### config.mk
export PLATFORM = sky130hd
export DESIGN_NAME = multicycle_ctrl_flat
export DESIGN_NICKNAME = d
export VERILOG_FILES = /design/src/rtl/multicycle_ctrl_if.sv /design/src/rtl/multicycle_ctrl.sv /design/src/flat_wrapper.sv
export SDC_FILE = /design/constraint.sdc
export NUM_CORES = 1
export LEC_CHECK = 0
export ABC_CLOCK_PERIOD_IN_PS = 4600
export CAP_MARGIN = 15
export CORE_ASPECT_RATIO = 0.75
export CORE_MARGIN = 1
export CORE_UTILIZATION = 48
export CTS_CLUSTER_DIAMETER = 100
export DETAILED_ROUTE_END_ITERATION = 10
export PLACE_DENSITY = 0.82
export SLEW_MARGIN = 20
export SYNTH_ARGS = -nofsm -noshare
export SYNTH_HDL_FRONTEND = slang
export SYNTH_SLANG_ARGS = --single-unit
### constraint.sdc
create_clock -name clk -period 4.6 [get_ports clk]
set_input_delay 0.92 -clock clk [delete_from_list [all_inputs] [get_ports clk]]
set_output_delay 0.92 -clock clk [all_outputs]
set_load 0.03 [all_outputs]
### src/rtl/multicycle_ctrl_if.sv
// Instruction/data memory handshake between the multi-cycle controller and its
// wait-state memories.
interface multicycle_ctrl_if;
    logic imem_req;
    logic imem_ready;
    logic dmem_req;
    logic dmem_ready;
    logic MemRW;

    modport master (
        output imem_req,
        output dmem_req,
        output MemRW,
        input  imem_ready,
        input  dmem_ready
    );

    modport slave (
        input  imem_req,
        input  dmem_req,
        input  MemRW,
        output imem_ready,
        output dmem_ready
    );
endinterface

### src/rtl/multicycle_ctrl.sv
// Multi-cycle RV32I control FSM: FETCH/DECODE/EXEC/MEM/WB sequencing, datapath
// select decode from the latched IR, commit gating and cycle/instret counters.
module multicycle_ctrl #(
    parameter int unsigned CNT_W = 32
) (
    input  logic               clk,
    input  logic               rst,
    input  logic [31:0]        inst_field,
    input  logic               zero,
    input  logic               halt,
    multicycle_ctrl_if.master  mem,
    output logic               IR_we,
    output logic               PC_we,
    output logic               RegWrite,
    output logic               Branch,
    output logic               BranchN,
    output logic [1:0]         Jump,
    output logic [1:0]         MemtoReg,
    output logic               ALUSrc_B,
    output logic [2:0]         ImmSel,
    output logic [3:0]         ALU_Control,
    output logic               illegal,
    output logic [2:0]         state,
    output logic [CNT_W-1:0]   cycle_cnt,
    output logic [CNT_W-1:0]   instret_cnt
);
    typedef enum logic [2:0] {
        S_FETCH  = 3'd0,
        S_DECODE = 3'd1,
        S_EXEC   = 3'd2,
        S_MEM    = 3'd3,
        S_WB     = 3'd4,
        S_TRAP   = 3'd5
    } state_e;

    typedef enum logic [3:0] {
        ALU_ADD = 4'd0, ALU_SUB = 4'd1, ALU_AND = 4'd2, ALU_OR  = 4'd3,
        ALU_XOR = 4'd4, ALU_SLT = 4'd5, ALU_SLTU = 4'd6, ALU_SLL = 4'd7,
        ALU_SRL = 4'd8, ALU_SRA = 4'd9
    } alu_e;

    localparam logic [6:0] OP_R     = 7'b0110011;
    localparam logic [6:0] OP_I     = 7'b0010011;
    localparam logic [6:0] OP_LOAD  = 7'b0000011;
    localparam logic [6:0] OP_STORE = 7'b0100011;
    localparam logic [6:0] OP_LUI   = 7'b0110111;
    localparam logic [6:0] OP_JAL   = 7'b1101111;
    localparam logic [6:0] OP_JALR  = 7'b1100111;
    localparam logic [6:0] OP_BR    = 7'b1100011;

    state_e             state_q, state_d;
    logic               illegal_q, illegal_d;
    logic [CNT_W-1:0]   cycle_cnt_q, cycle_cnt_d;
    logic [CNT_W-1:0]   instret_cnt_q, instret_cnt_d;

    logic [2:0]  f3;
    alu_e        alu_arith, dec_alu;
    logic        dec_br, dec_brn, dec_asrc, dec_legal, dec_mem, dec_store, dec_nowb;
    logic [1:0]  dec_jmp, dec_m2r;
    logic [2:0]  dec_imm;
    logic        sel_en;
    logic        imem_req_c, ir_we_c, dmem_req_c, memrw_c, pc_we_c, regwrite_c;
    logic        unused_bits;

    assign f3 = inst_field[14:12];
    // Branch compare is resolved in the datapath; only the select lines leave here.
    assign unused_bits = ^{zero, inst_field[31], inst_field[29:15], inst_field[11:7]};

    // funct7[5] only distinguishes SUB (R-type) and SRA (both R and I).
    always_comb begin
        alu_arith = ALU_ADD;
        case (f3)
            3'd0: alu_arith = (inst_field[30] && inst_field[6:0] == OP_R) ? ALU_SUB : ALU_ADD;
            3'd1: alu_arith = ALU_SLL;
            3'd2: alu_arith = ALU_SLT;
            3'd3: alu_arith = ALU_SLTU;
            3'd4: alu_arith = ALU_XOR;
            3'd5: alu_arith = inst_field[30] ? ALU_SRA : ALU_SRL;
            3'd6: alu_arith = ALU_OR;
            default: alu_arith = ALU_AND;
        endcase
    end

    always_comb begin
        dec_alu = ALU_ADD;  dec_br = 1'b0;  dec_brn = 1'b0;  dec_jmp = '0;
        dec_m2r = '0;  dec_asrc = 1'b0;  dec_imm = '0;  dec_legal = 1'b1;
        dec_mem = 1'b0;  dec_store = 1'b0;  dec_nowb = 1'b0;
        case (inst_field[6:0])
            OP_R:     dec_alu = alu_arith;
            OP_I:     begin dec_alu = alu_arith; dec_asrc = 1'b1; end
            OP_LOAD:  begin dec_mem = 1'b1; dec_asrc = 1'b1; dec_m2r = 2'd1; end
            OP_STORE: begin
                dec_mem = 1'b1; dec_store = 1'b1; dec_nowb = 1'b1;
                dec_asrc = 1'b1; dec_imm = 3'd1;
            end
            OP_LUI:   begin dec_m2r = 2'd3; dec_imm = 3'd4; end
            OP_JAL:   begin dec_jmp = 2'd1; dec_m2r = 2'd2; dec_imm = 3'd3; end
            OP_JALR:  begin dec_jmp = 2'd2; dec_asrc = 1'b1; dec_m2r = 2'd2; end
            OP_BR: begin
                dec_imm  = 3'd2;
                dec_nowb = 1'b1;
                dec_alu  = f3[2] ? (f3[1] ? ALU_SLTU : ALU_SLT) : ALU_SUB;
                // beq/bge/bgeu take on zero; bne/blt/bltu take on non-zero.
                dec_br   = (f3 == 3'd0) || (f3[2] && f3[0]);
                dec_brn  = !dec_br;
            end
            default:  dec_legal = 1'b0;
        endcase
    end

    always_comb begin
        state_d       = state_q;
        illegal_d     = illegal_q;
        imem_req_c    = 1'b0;
        ir_we_c       = 1'b0;
        dmem_req_c    = 1'b0;
        memrw_c       = 1'b0;
        pc_we_c       = 1'b0;
        regwrite_c    = 1'b0;
        case (state_q)
            S_FETCH: if (!halt) begin
                imem_req_c = 1'b1;
                if (mem.imem_ready) begin
                    ir_we_c = 1'b1;
                    state_d = S_DECODE;
                end
            end
            S_DECODE: begin
                if (dec_legal) state_d = S_EXEC;
                else begin
                    state_d   = S_TRAP;
                    illegal_d = 1'b1;
                end
            end
            S_EXEC: state_d = dec_mem ? S_MEM : S_WB;
            S_MEM: begin
                dmem_req_c = 1'b1;
                memrw_c    = dec_store;
                if (mem.dmem_ready) state_d = S_WB;
            end
            S_WB: begin
                pc_we_c    = 1'b1;
                regwrite_c = !dec_nowb;
                state_d    = S_FETCH;
            end
            default: state_d = S_TRAP;
        endcase
        // A reset cycle must not launch a fetch, memory access or commit.
        if (rst) begin
            imem_req_c = 1'b0;  ir_we_c = 1'b0;  dmem_req_c = 1'b0;
            memrw_c    = 1'b0;  pc_we_c = 1'b0;  regwrite_c = 1'b0;
        end
        cycle_cnt_d   = cycle_cnt_q + CNT_W'(1);
        instret_cnt_d = instret_cnt_q + CNT_W'(pc_we_c);
    end

    always_ff @(posedge clk) begin
        if (rst) begin
            state_q       <= S_FETCH;
            illegal_q     <= 1'b0;
            cycle_cnt_q   <= '0;
            instret_cnt_q <= '0;
        end else begin
            state_q       <= state_d;
            illegal_q     <= illegal_d;
            cycle_cnt_q   <= cycle_cnt_d;
            instret_cnt_q <= instret_cnt_d;
        end
    end

    assign sel_en = !rst && (state_q inside {S_DECODE, S_EXEC, S_MEM, S_WB});

    always_comb begin
        Branch      = sel_en & dec_br;
        BranchN     = sel_en & dec_brn;
        Jump        = sel_en ? dec_jmp : '0;
        MemtoReg    = sel_en ? dec_m2r : '0;
        ALUSrc_B    = sel_en & dec_asrc;
        ImmSel      = sel_en ? dec_imm : '0;
        ALU_Control = sel_en ? dec_alu : ALU_ADD;
    end

    assign mem.imem_req = imem_req_c;
    assign mem.dmem_req = dmem_req_c;
    assign mem.MemRW    = memrw_c;
    assign IR_we        = ir_we_c;
    assign PC_we        = pc_we_c;
    assign RegWrite     = regwrite_c;
    assign illegal      = illegal_q;
    assign state        = state_q;
    assign cycle_cnt    = cycle_cnt_q;
    assign instret_cnt  = instret_cnt_q;
endmodule

### src/flat_wrapper.sv
// flat-port wrapper written by rule: the top's interface ports become plain ports
module multicycle_ctrl_flat 
#(
    parameter int unsigned CNT_W = 32
)
  (clk, rst, inst_field, zero, halt, IR_we, PC_we, RegWrite, Branch, BranchN, Jump, MemtoReg, ALUSrc_B, ImmSel, ALU_Control, illegal, state, cycle_cnt, instret_cnt, mem_imem_req, mem_dmem_req, mem_MemRW, mem_imem_ready, mem_dmem_ready);
  multicycle_ctrl_if mem_i ();
  input  logic clk;
  input  logic rst;
  input  logic [31:0] inst_field;
  input  logic zero;
  input  logic halt;
  output logic IR_we;
  output logic PC_we;
  output logic RegWrite;
  output logic Branch;
  output logic BranchN;
  output logic [1:0] Jump;
  output logic [1:0] MemtoReg;
  output logic ALUSrc_B;
  output logic [2:0] ImmSel;
  output logic [3:0] ALU_Control;
  output logic illegal;
  output logic [2:0] state;
  output logic [CNT_W-1:0] cycle_cnt;
  output logic [CNT_W-1:0] instret_cnt;
  output wire logic [$bits(mem_i.imem_req)-1:0] mem_imem_req;
  output wire logic [$bits(mem_i.dmem_req)-1:0] mem_dmem_req;
  output wire logic [$bits(mem_i.MemRW)-1:0] mem_MemRW;
  input wire logic [$bits(mem_i.imem_ready)-1:0] mem_imem_ready;
  input wire logic [$bits(mem_i.dmem_ready)-1:0] mem_dmem_ready;
  assign mem_imem_req = mem_i.imem_req;
  assign mem_dmem_req = mem_i.dmem_req;
  assign mem_MemRW = mem_i.MemRW;
  assign mem_i.imem_ready = mem_imem_ready;
  assign mem_i.dmem_ready = mem_dmem_ready;
  multicycle_ctrl #(.CNT_W(CNT_W)) u_core (.clk(clk), .rst(rst), .inst_field(inst_field), .zero(zero), .halt(halt), .mem(mem_i), .IR_we(IR_we), .PC_we(PC_we), .RegWrite(RegWrite), .Branch(Branch), .BranchN(BranchN), .Jump(Jump), .MemtoReg(MemtoReg), .ALUSrc_B(ALUSrc_B), .ImmSel(ImmSel), .ALU_Control(ALU_Control), .illegal(illegal), .state(state), .cycle_cnt(cycle_cnt), .instret_cnt(instret_cnt));
endmodule
==> results of run 1 <==
sequential cells by signal (all words and copies together), names as in the netlist:
name	count
u_core.illegal	1
u_core.cycle_cnt	32
u_core.instret_cnt	32
u_core.state	3
logic make-up after synthesis:
family,synth area share (%)
xor+xnor,15.0
mux,0.295
fa+ha+maj,1.11
simple gates,32.8
buf+inv,3.87
flops,40.1
compound gates,6.83
worst register-to-register path, delay by kind of cell, from the launching register on:
kind                       cells  cell delay (ns)
and+or+nand+nor                5             1.06
xor gates and xnor gates       1             0.17
adders and majority gates      2             0.62
DFF                            1             0.44
buffers and inverters          1             0.23
metal layers:
metal	up-vias	global-route usage, %
met5	-	0
li1	1603	-
met4	0	8.01
met3	6	5.76
met1	1551	29.7
met2	88	38.2
through the flow:
step | util, % | worst slack [ns] | area (um2)
floorplan | - | 0.667 | 3390
detailed placement | 65.4 | 0.339 | 4470
global placement | 65.4 | 0.353 | 4470
global route | 69.2 | 0.249 | 4730
CTS | 69.2 | 0.338 | 4730
finish | 69.2 | 0.328 | 4730
power by group:
part	switching (mW)	leakage (nW)	total, mW	internal, mW
clock network	0.232	0.126	0.624	0.392
logic	0.0757	1.02	0.134	0.0585
registers	0.0181	0.549	0.616	0.598
area by class of cell:
type                            instances  area [um2]
Sequential cell                        68        1360
Tap cell                               84         105
Clock inverter                          5         106
Inverter                                9        33.8
Multi-Input combinational cell        310        1900
Fill cell                             572        2100
Clock buffer                           11         151
Timing Repair Buffer                  109        1070
cell usage after synthesis, types with 2 or more instances:
cell,instances,area share [%]
nor2_1,79,8.7
xor2_1,46,12
or3_1,5,0.92
clkbuf_1,14,1.5
nor4_1,4,0.74
nand4_1,24,4.4
nor2b_1,6,1.1
ha_1,3,1.1
buf_1,2,0.22
nor4_2,2,0.74
inv_1,9,1.0
nor4b_1,3,0.78
nand2b_1,4,0.74
buf_2,3,0.44
o21bai_1,2,0.44
dfxtp_1,68,40
and2_1,5,0.92
a21oi_1,11,1.6
a31oi_1,2,0.37
nand2_1,24,2.7
o211ai_1,2,0.44
nand3_1,29,4.3
o21ai_0,3,0.44
xnor2_1,12,3.1
nor3_1,5,0.74
and4_1,8,2.1
buf_4,3,0.66
and3_1,10,1.8
final timing paths:
path | cells past startpoint | end | slack [ns]
setup / recovery | 7 | ALU_Control[2] | 0.33
hold / removal | 1 | u_core.cycle_cnt[0]$_SDFF_PP0_ | 0.48
setup reg to reg | 9 | u_core.instret_cnt[22]$_SDFF_PP0_ | 1.95
hold reg to reg | 1 | u_core.cycle_cnt[0]$_SDFF_PP0_ | 0.48
==> results by group, run 1 <==
Die
  • Initial core utilization: 49.6%
  • Die Width: 99.1 um
  • Core Footprint: 6830 um2
  • I/O pin total: 126
  • Die ar.: 7410 um2
  • Std-Cell Rows: 26
  • Die Height: 74.8 um

Detailed routing
  • ANT nets after route: 0
  • Wire per inst: 14.1 um
  • WL met1: 4030 um
  • Residual DRC count: 0
  • Initial drt markers: 85
  • DR top layer: met4
  • Routed met3 length: 397 um
  • Drt first pass iters: 6
  • WL final: 8430 um
  • Vias: 3248
  • Via/cell ratio: 5.45
  • Met2 WL post-DR: 3940 um

Critical path
  • Critical path arrival: 3.35 ns
  • Crit path launch type: input pin
  • Max stage delay on crit path: 0.66 ns
  • Critical path endpoint category: output pin
  • Cell family with most CP delay: buffers and inverters
  • Slowest-stage cell, CP: clkdlybuf4s50_1
  • CP startpoint: inst_field[2]
  • Reg2Reg Launch Point: u_core.state[1]$_SDFFE_PP0P_
  • Crit Path Category: in2out
  • Crit-path most repeated cell: clkdlybuf4s50_1
  • Crit path max fanout: 8
  • CP Buf/Inv Count: 2
  • Crit-path cells: clkdlybuf4s50_1 -> nand4bb_1 -> a211o_4 -> or3_4 -> o41ai_2 -> a21o_1 -> clkdlybuf4s50_1
  • Worst Path Required: 3.68 ns

Pwr
  • Overall Power: 1.37 mW
  • Peak VDD IR: 0.185 mV
  • Leak: 1.70 nW
  • Cell Pwr Density: 291 nW/um2

Synthesis
  • Mapped Avg Cell Area: 8.29 um2
  • Total number of yosys warnings: 0
  • Async set-reset flop share out of synthesis: 0%
  • Synth unique cells: 49
  • Syn_nets: 450
  • Seq cells post-synth: 68
  • Post-synth EDFFs: 0
  • Post-synthesis sequential area ratio: 40.1%
  • Post-Synthesis Cell Area: 3390 um2
  • Synthesized instance count: 409
  • Most used DFF post-synth: dfxtp_1

Clock network
  • Root buffer cell: clkbuf_8
  • Hold buffer count at CTS: 0
  • CTS tree: done
  • Clock slew at reported path FFs: 0.08 ns
  • Clk buf depth: 2
  • Total CTS buffers: 9
  • Clk sink count: 68
  • Resized cells post-CTS: 0
  • CTS H-tree lvls: 3
  • Clk_lat worst skew: 0.34 ns
  • Setup Fix Bufs, Post-CTS: 0

Cells and area
  • Most common cell after layout, fill and taps aside: clkdlybuf4s50_1
  • Layout Nets: 548
  • Area Growth Syn to Fin: 39.4%
  • Commonest non-fill, non-tap cells in the layout: 102 x clkdlybuf4s50_1, 79 x nor2_1, 68 x dfxtp_1
  • ANT cells: 0
  • Layout cells sized above 1: 6.05%
  • Post-route insts no fill: 596

Placement
  • Placed Cells: 580
  • Final Wtd Congestion: 0.813
  • Post-DP HPWL: 5910 um
  • I/O Buffers: 103

STA
  • Count of final hold-check violations: 0
  • Setup violators final: 0
  • Fin. max-slew vios: 0
  • Final min period: 4.27 ns
  • Slew at the pin closest to its max-slew limit: 0.609 ns
  • Slew margin rel.: 58.8%
  • WHS: 0.485 ns
  • Fmax achieved: 234 MHz
  • RSZ-0062 raised after global routing: false
  • Worst clock skew: 0.00733 ns
  • Setup TNS: 0 ns
  • Final worst path period share: 92.9%

Job
  • Max Cap Viol: 0

Global routing
  • GRT Total Usage: 23.0%
  • Largest net degree at the start of global routing: 52
  • Initial antenna violation count: 0
  • Vias in the first global route: 2953
  • GRT overflow: 0
  • First-pass GRT wire length: 13600 um

Min path
  • Worst Hold Class: reg2reg
  • Hold path startpoint: u_core.cycle_cnt[0]$_SDFF_PP0_

Run status
  • Status: finished, final reports clean
Note: power is estimated with default switching activity, not from simulation.
==> inputs of run 2 (changes only) <==
Settings changed: ABC_CLOCK_PERIOD_IN_PS 4600 to 3600, CORE_ASPECT_RATIO 0.75 to 0.8, CORE_UTILIZATION 48 to 40, PLACE_DENSITY 0.82 to 0.72.
Clock period 4.6 ns to 3.6 ns, I/O delays scaled along.
==> run 2 against run 1 <==
Effect of this change: global-route usage down 3.8 points; worst setup slack worse by 0.14 ns; sequential share of layout area down 0.26 points; non-clock buffer count grew 10; utilization decreased by 10 points; critical path type unchanged; critical endpoint is now ALU_Control[0].
==> results by group, run 2 (same netlist as run 1, synthesis figures left out) <==
Detailed routing
  • ANT nets after route: 0 (unchanged)
  • Via/cell ratio: 5.07 (-7.0%)
  • Vias: 3194 (-1.7%)
  • Drt first pass iters: 4 (-2)
  • Initial drt markers: 133 (+56%)
  • WL final: 8340 um (-1.1%)
  • Wire per inst: 13.2 um (-6.5%)
  • Residual DRC count: 0 (unchanged)

Die
  • Die ar.: 8850 um2 (+19%)
  • Die Width: 105 um (+5.9%)
  • Std-Cell Rows: 29 (+12%)
  • Initial core utilization: 42.1% (-7.5 points)
  • I/O pin total: 126 (unchanged)
  • Core Footprint: 8060 um2 (+18%)
  • Die Height: 84.4 um (+13%)

Clock network
  • Clock slew at reported path FFs: 0.07 ns (about the same)
  • Clk sink count: 68 (unchanged)
  • Clk_lat worst skew: 0.34 ns (about the same)
  • CTS tree: done
  • Clk buf depth: 2 (unchanged)
  • Root buffer cell: clkbuf_8
  • Total CTS buffers: 9 (unchanged)
  • CTS H-tree lvls: 3 (unchanged)
  • Setup Fix Bufs, Post-CTS: 0 (unchanged)

STA
  • Count of final hold-check violations: 0 (unchanged)
  • Final min period: 3.41 ns
  • Worst clock skew: 0.0113 ns (+0.00396 ns)
  • Fin worst setup slack: 0.191 ns (-0.137 ns)
  • Setup TNS: 0 ns (unchanged)
  • Setup violators final: 0 (unchanged)
  • Final worst path period share: 94.7%
  • Fin. max-slew vios: 0 (unchanged)
  • RSZ-0062 raised after global routing: false
  • Fmax achieved: 293 MHz
  • WHS: 0.480 ns (-0.00472 ns)
  • Slew margin rel.: 69.0% (+10 points)
  • Slew at the pin closest to its max-slew limit: 0.465 ns (-0.144 ns)

Critical path
  • CP Buf/Inv Count: 4 (+2)
  • Worst Path Required: 2.88 ns (-0.80 ns)
  • Critical path arrival: 2.69 ns (-0.66 ns)
  • Crit path max fanout: 5 (-3)
  • Crit Path Category: in2out
  • Cell family with most CP delay: buffers and inverters
  • Crit path launch type: input pin
  • Crit-path cells: clkdlybuf4s50_1 -> inv_1 -> nor2_1 -> buf_4 -> a311o_1 -> a2bb2oi_1 -> nor2_1 -> clkdlybuf4s50_1
  • Slowest-stage cell, CP: clkdlybuf4s50_1
  • Max stage delay on crit path: 0.59 ns (-0.07 ns)
  • Critical path endpoint category: output pin

Min path
  • Worst Hold Class: reg2reg

Global routing
  • GRT Total Usage: 19.2% (-3.8 points)
  • First-pass GRT wire length: 13800 um (+1.6%)
  • Vias in the first global route: 2903 (-1.7%)
  • Initial antenna violation count: 0 (unchanged)
  • GRT overflow: 0 (unchanged)
  • Largest net degree at the start of global routing: 40 (-23%)

Run status
  • Status: finished, final reports clean

Cells and area
  • Post-route insts no fill: 630 (+5.7%)
  • Area Growth Syn to Fin: 40.7%
  • Commonest non-fill, non-tap cells in the layout: 94 x clkdlybuf4s50_1, 79 x nor2_1, 68 x dfxtp_1
  • Layout cells sized above 1: 9.58% (+3.5 points)
  • Most common cell after layout, fill and taps aside: clkdlybuf4s50_1
  • Filler instances: 729 (+27%)
  • Layout Nets: 558 (+1.8%)
  • Multi-input gate area: 1910 um2 (+0.59%)
  • FF+latch area: 1360 um2 (unchanged)
  • ANT cells: 0 (unchanged)

Placement
  • Placed Cells: 614 (+5.9%)
  • Post-DP HPWL: 6060 um (+2.5%)
  • I/O Buffers: 103 (unchanged)
  • Final Wtd Congestion: 0.787 (-3.3%)
  • Worst Setup Slack post-DPL: 0.109 ns (-0.230 ns)

Pwr
  • Peak VDD IR: 0.227 mV (+23%)
  • Cell Pwr Density: 336 nW/um2 (+16%)
  • Leak: 1.75 nW (+3.0%)

Job
  • Max Cap Viol: 0 (unchanged)
-- run 2: worst register-to-register path, stage by stage (launching register included) --
cell     delay, ns
dfxtp_1       0.31
buf_4         0.17
nor4b_2       0.43
ha_1          0.30
ha_1          0.26
nand2_1       0.09
nor4_2        0.13
buf_4         0.22
nand4_1       0.14
xor2_1        0.16
nor2_1        0.05
-- run 2: layout make-up --
class                           instances  area share, %
Sequential cell                        68           28.5
Inverter                                9          0.708
Clock inverter                          7           1.57
Clock buffer                            9           2.60
Multi-Input combinational cell        310           40.0
Timing Repair Buffer                  119           23.7
Tap cell                              108           2.83
-- run 2: per-stage QoR --
step	instance area (um2)	util [%]	power [mW]
floorplan	3400	-	0.910
global placement	4560	56.6	0.988
detailed placement	4560	56.6	0.992
CTS	4760	59.1	1.62
global route	4770	59.2	1.67
finish	4770	59.2	1.60
-- run 2: path summary, 6_finish.rpt --
| kind | startpoint | end | slack (ns) | cells after the start |
|---|---|---|---|---|
| max | inst_field[4] | ALU_Control[0] | 0.19 | 8 |
| min | u_core.illegal$_SDFFE_PP0P_ | u_core.illegal$_SDFFE_PP0P_ | 0.48 | 2 |
| max reg2reg | u_core.state[1]$_SDFFE_PP0P_ | u_core.instret_cnt[16]$_SDFF_PP0_ | 1.22 | 10 |
| min reg2reg | u_core.illegal$_SDFFE_PP0P_ | u_core.illegal$_SDFFE_PP0P_ | 0.48 | 2 |
-- run 2: metal layers --
metal | share of wire, % | GRT usage (%) | up-vias | wire (um)
met5 | 0 | 0 | - | 0
met4 | 0.84 | 4.61 | 0 | 70
met3 | 5.0 | 6.06 | 7 | 416
met2 | 46 | 30.2 | 71 | 3810
met1 | 48 | 25.7 | 1496 | 4040
li1 | - | - | 1620 | -
-- run 2: timing repair --
| item | in CTS | in global routing |
|---|---|---|
| hold buffers | 0 | 0 |
| gates resized for setup | 0 | 2 |
| endpoints found under the setup margin | 0 | 2 |
-- run 2: power breakdown --
group	internal (mW)	switching, mW
Clock	0.322	0.305
Combinational	0.0876	0.113
Sequential	0.764	0.0111
Total	1.17	0.429
==> inputs of run 3 (changes only) <==
Settings changed: CTS_CLUSTER_SIZE set to 10, PLACE_DENSITY 0.72 to 0.76.
==> run 3 against run 2 <==
Effect of this change: count of clock-buffer cells in the layout unchanged; global-route usage about the same; first-iteration DRC count down 30%; wire length fell by 0.13%; fmax decreased by 1.8%; combinational power fell by 3%; worst hold slack worse by 0.0028 ns; utilization barely moved; sequential share of layout area hardly changed; die area unchanged; register-to-register slack worse by 0.02 ns; sequential power barely moved.
==> results by group, run 3 (same netlist as run 1, synthesis figures left out) <==
Global routing
  • GRT Total Usage: 19.2% (+0.020 points)
  • Largest net degree at the start of global routing: 53 (+33%)
  • Initial antenna violation count: 0 (unchanged)
  • Busiest grt layer: met2
  • Global Route met2 Usage: 31.2% (+1.1 points)
  • GRT overflow: 0 (unchanged)
  • Vias in the first global route: 2962 (+2.0%)
  • GR Util met1: 25.6% (-0.18 points)
  • Met3 usage: 4.50% (-1.6 points)
  • First-pass GRT wire length: 14000 um (+1.5%)

Die
  • Die ar.: 8850 um2 (unchanged)
  • Die Height: 84.4 um (unchanged)
  • I/O pin total: 126 (unchanged)
  • Core Footprint: 8060 um2 (unchanged)
  • Die Width: 105 um (unchanged)
  • Std-Cell Rows: 29 (unchanged)
  • Initial core utilization: 42.1% (unchanged)

Run status
  • Status: finished, final reports clean

STA
  • Fmax achieved: 288 MHz (-1.8%)
  • Final min period: 3.47 ns (+0.0618 ns)
  • Fin. max-slew vios: 0 (unchanged)
  • Setup violators final: 0 (unchanged)
  • RSZ-0062 raised after global routing: false
  • Count of final hold-check violations: 0 (unchanged)
  • Final worst path period share: 96.4% (+1.7 points)
  • Setup TNS: 0 ns (unchanged)
  • Slew margin rel.: 64.9% (-4.1 points)
  • Slew at the pin closest to its max-slew limit: 0.526 ns (+0.0618 ns)
  • Worst clock skew: 0.0129 ns (+0.00162 ns)

Clock network
  • Clock slew at reported path FFs: 0.07 ns (about the same)
  • Setup Fix Bufs, Post-CTS: 0 (unchanged)
  • Root buffer cell: clkbuf_8
  • Clk sink count: 68 (unchanged)
  • Clk buf depth: 2 (unchanged)
  • CTS H-tree lvls: 3 (unchanged)
  • Clk_lat worst skew: 0.34 ns (about the same)
  • Resized cells post-CTS: 0 (unchanged)
  • Total CTS buffers: 9 (unchanged)
  • CTS tree: done
  • Hold buffer count at CTS: 0 (unchanged)

Pwr
  • Peak VDD IR: 0.225 mV (-0.77%)
  • Leak: 1.75 nW (+0.42%)
  • Cell Pwr Density: 349 nW/um2 (+3.7%)

Cells and area
  • FF+latch area: 1360 um2 (unchanged)
  • ANT cells: 0 (unchanged)
  • Multi-input gate area: 1900 um2 (-0.26%)
  • Commonest non-fill, non-tap cells in the layout: 94 x clkdlybuf4s50_1, 79 x nor2_1, 68 x dfxtp_1
  • Design area: 4770 um2 (about the same)
  • Most common cell after layout, fill and taps aside: clkdlybuf4s50_1
  • Filler instances: 770 (+5.6%)
  • Layout Nets: 556 (-0.36%)
  • Layout cells sized above 1: 9.04% (-0.54 points)
  • Area Growth Syn to Fin: 40.8% (about the same)

Detailed routing
  • Residual DRC count: 0 (unchanged)
  • Initial drt markers: 93 (-30%)
  • Via/cell ratio: 5.14 (+1.4%)
  • Wire per inst: 13.3 um (+0.19%)
  • ANT nets after route: 0 (unchanged)
  • WL final: 8330 um (-0.13%)
  • Vias: 3227 (+1.0%)
  • Drt first pass iters: 4 (unchanged)

Min path
  • Worst Hold Class: reg2reg

Job
  • Max Cap Viol: 0 (unchanged)

Critical path
  • Critical path endpoint category: output pin
  • Reg2Reg Launch Point: u_core.state[2]$_SDFFE_PP0P_
  • Crit path max fanout: 3 (-2)
  • CP startpoint: inst_field[4]
  • Worst R2R Path Depth: 9 (-1)
  • Worst Path Required: 2.88 ns (about the same)
  • Critical path arrival: 2.75 ns (+0.06 ns)
  • Worst setup path endpoint: ALU_Control[1]
  • Worst R2R Setup Slack: 1.20 ns (-0.02 ns)
  • Crit path launch type: input pin
  • R2R Path End: u_core.instret_cnt[28]$_SDFF_PP0_
  • Crit Path Category: in2out

Placement
  • Post-DP HPWL: 6010 um (-0.74%)
  • DP Area: 4550 um2 (-0.33%)
  • I/O Buffers: 103 (unchanged)
  • Final Wtd Congestion: 0.806 (+2.5%)
## run 3: critical path: stages
cell,delay [ns]
clkdlybuf4s50_1,0.50
inv_1,0.09
nor2_1,0.21
nand2_1,0.10
or3_1,0.31
a21oi_1,0.15
clkdlybuf4s50_1,0.68
## run 3: layout make-up
| type | instances | area share, % |
|---|---|---|
| Tap cell | 108 | 2.83 |
| Clock inverter | 7 | 2.07 |
| Inverter | 9 | 0.708 |
| Clock buffer | 9 | 2.60 |
| Sequential cell | 68 | 28.5 |
| Multi-Input combinational cell | 310 | 39.9 |
| Timing Repair Buffer | 117 | 23.4 |
## run 3: worst min path at each step
stage	start	end	slack, ns	cells past startpoint
detailed placement	u_core.cycle_cnt[0]$_SDFF_PP0_	u_core.cycle_cnt[0]$_SDFF_PP0_	0.46	1
global placement	u_core.cycle_cnt[0]$_SDFF_PP0_	u_core.cycle_cnt[0]$_SDFF_PP0_	0.46	1
global route	u_core.illegal$_SDFFE_PP0P_	u_core.illegal$_SDFFE_PP0P_	0.50	2
CTS	u_core.cycle_cnt[0]$_SDFF_PP0_	u_core.cycle_cnt[0]$_SDFF_PP0_	0.48	1
floorplan	u_core.cycle_cnt[0]$_SDFF_PP0_	u_core.cycle_cnt[0]$_SDFF_PP0_	0.58	1
finish	u_core.illegal$_SDFFE_PP0P_	u_core.illegal$_SDFFE_PP0P_	0.48	2
## run 3: per-layer routing
layer	wire (um)	share of wire (%)
met3	374	4.5
met4	75	0.90
met2	3880	47
met5	0	0
met1	4000	48
## run 3: power breakdown
| part | total [mW] | switching (mW) | internal (mW) |
|---|---|---|---|
| registers | 0.775 | 0.0114 | 0.764 |
| logic | 0.195 | 0.111 | 0.0844 |
| clock network | 0.693 | 0.300 | 0.393 |
| total | 1.66 | 0.422 | 1.24 |
## run 3: stage by stage
step                      hold slack (ns)  total power, mW  utilization [%]  std cells  setup WS, ns
after global placement              0.462            0.983             56.5        612         0.183
final                               0.477             1.66             59.3        628         0.129
after floorplan                     0.577            0.910                -        409         0.339
after detailed placement            0.464            0.987             56.5        612         0.132
after CTS                           0.483             1.68             59.2        628        0.0725
after global routing                0.496             1.74             59.3        628        0.0211
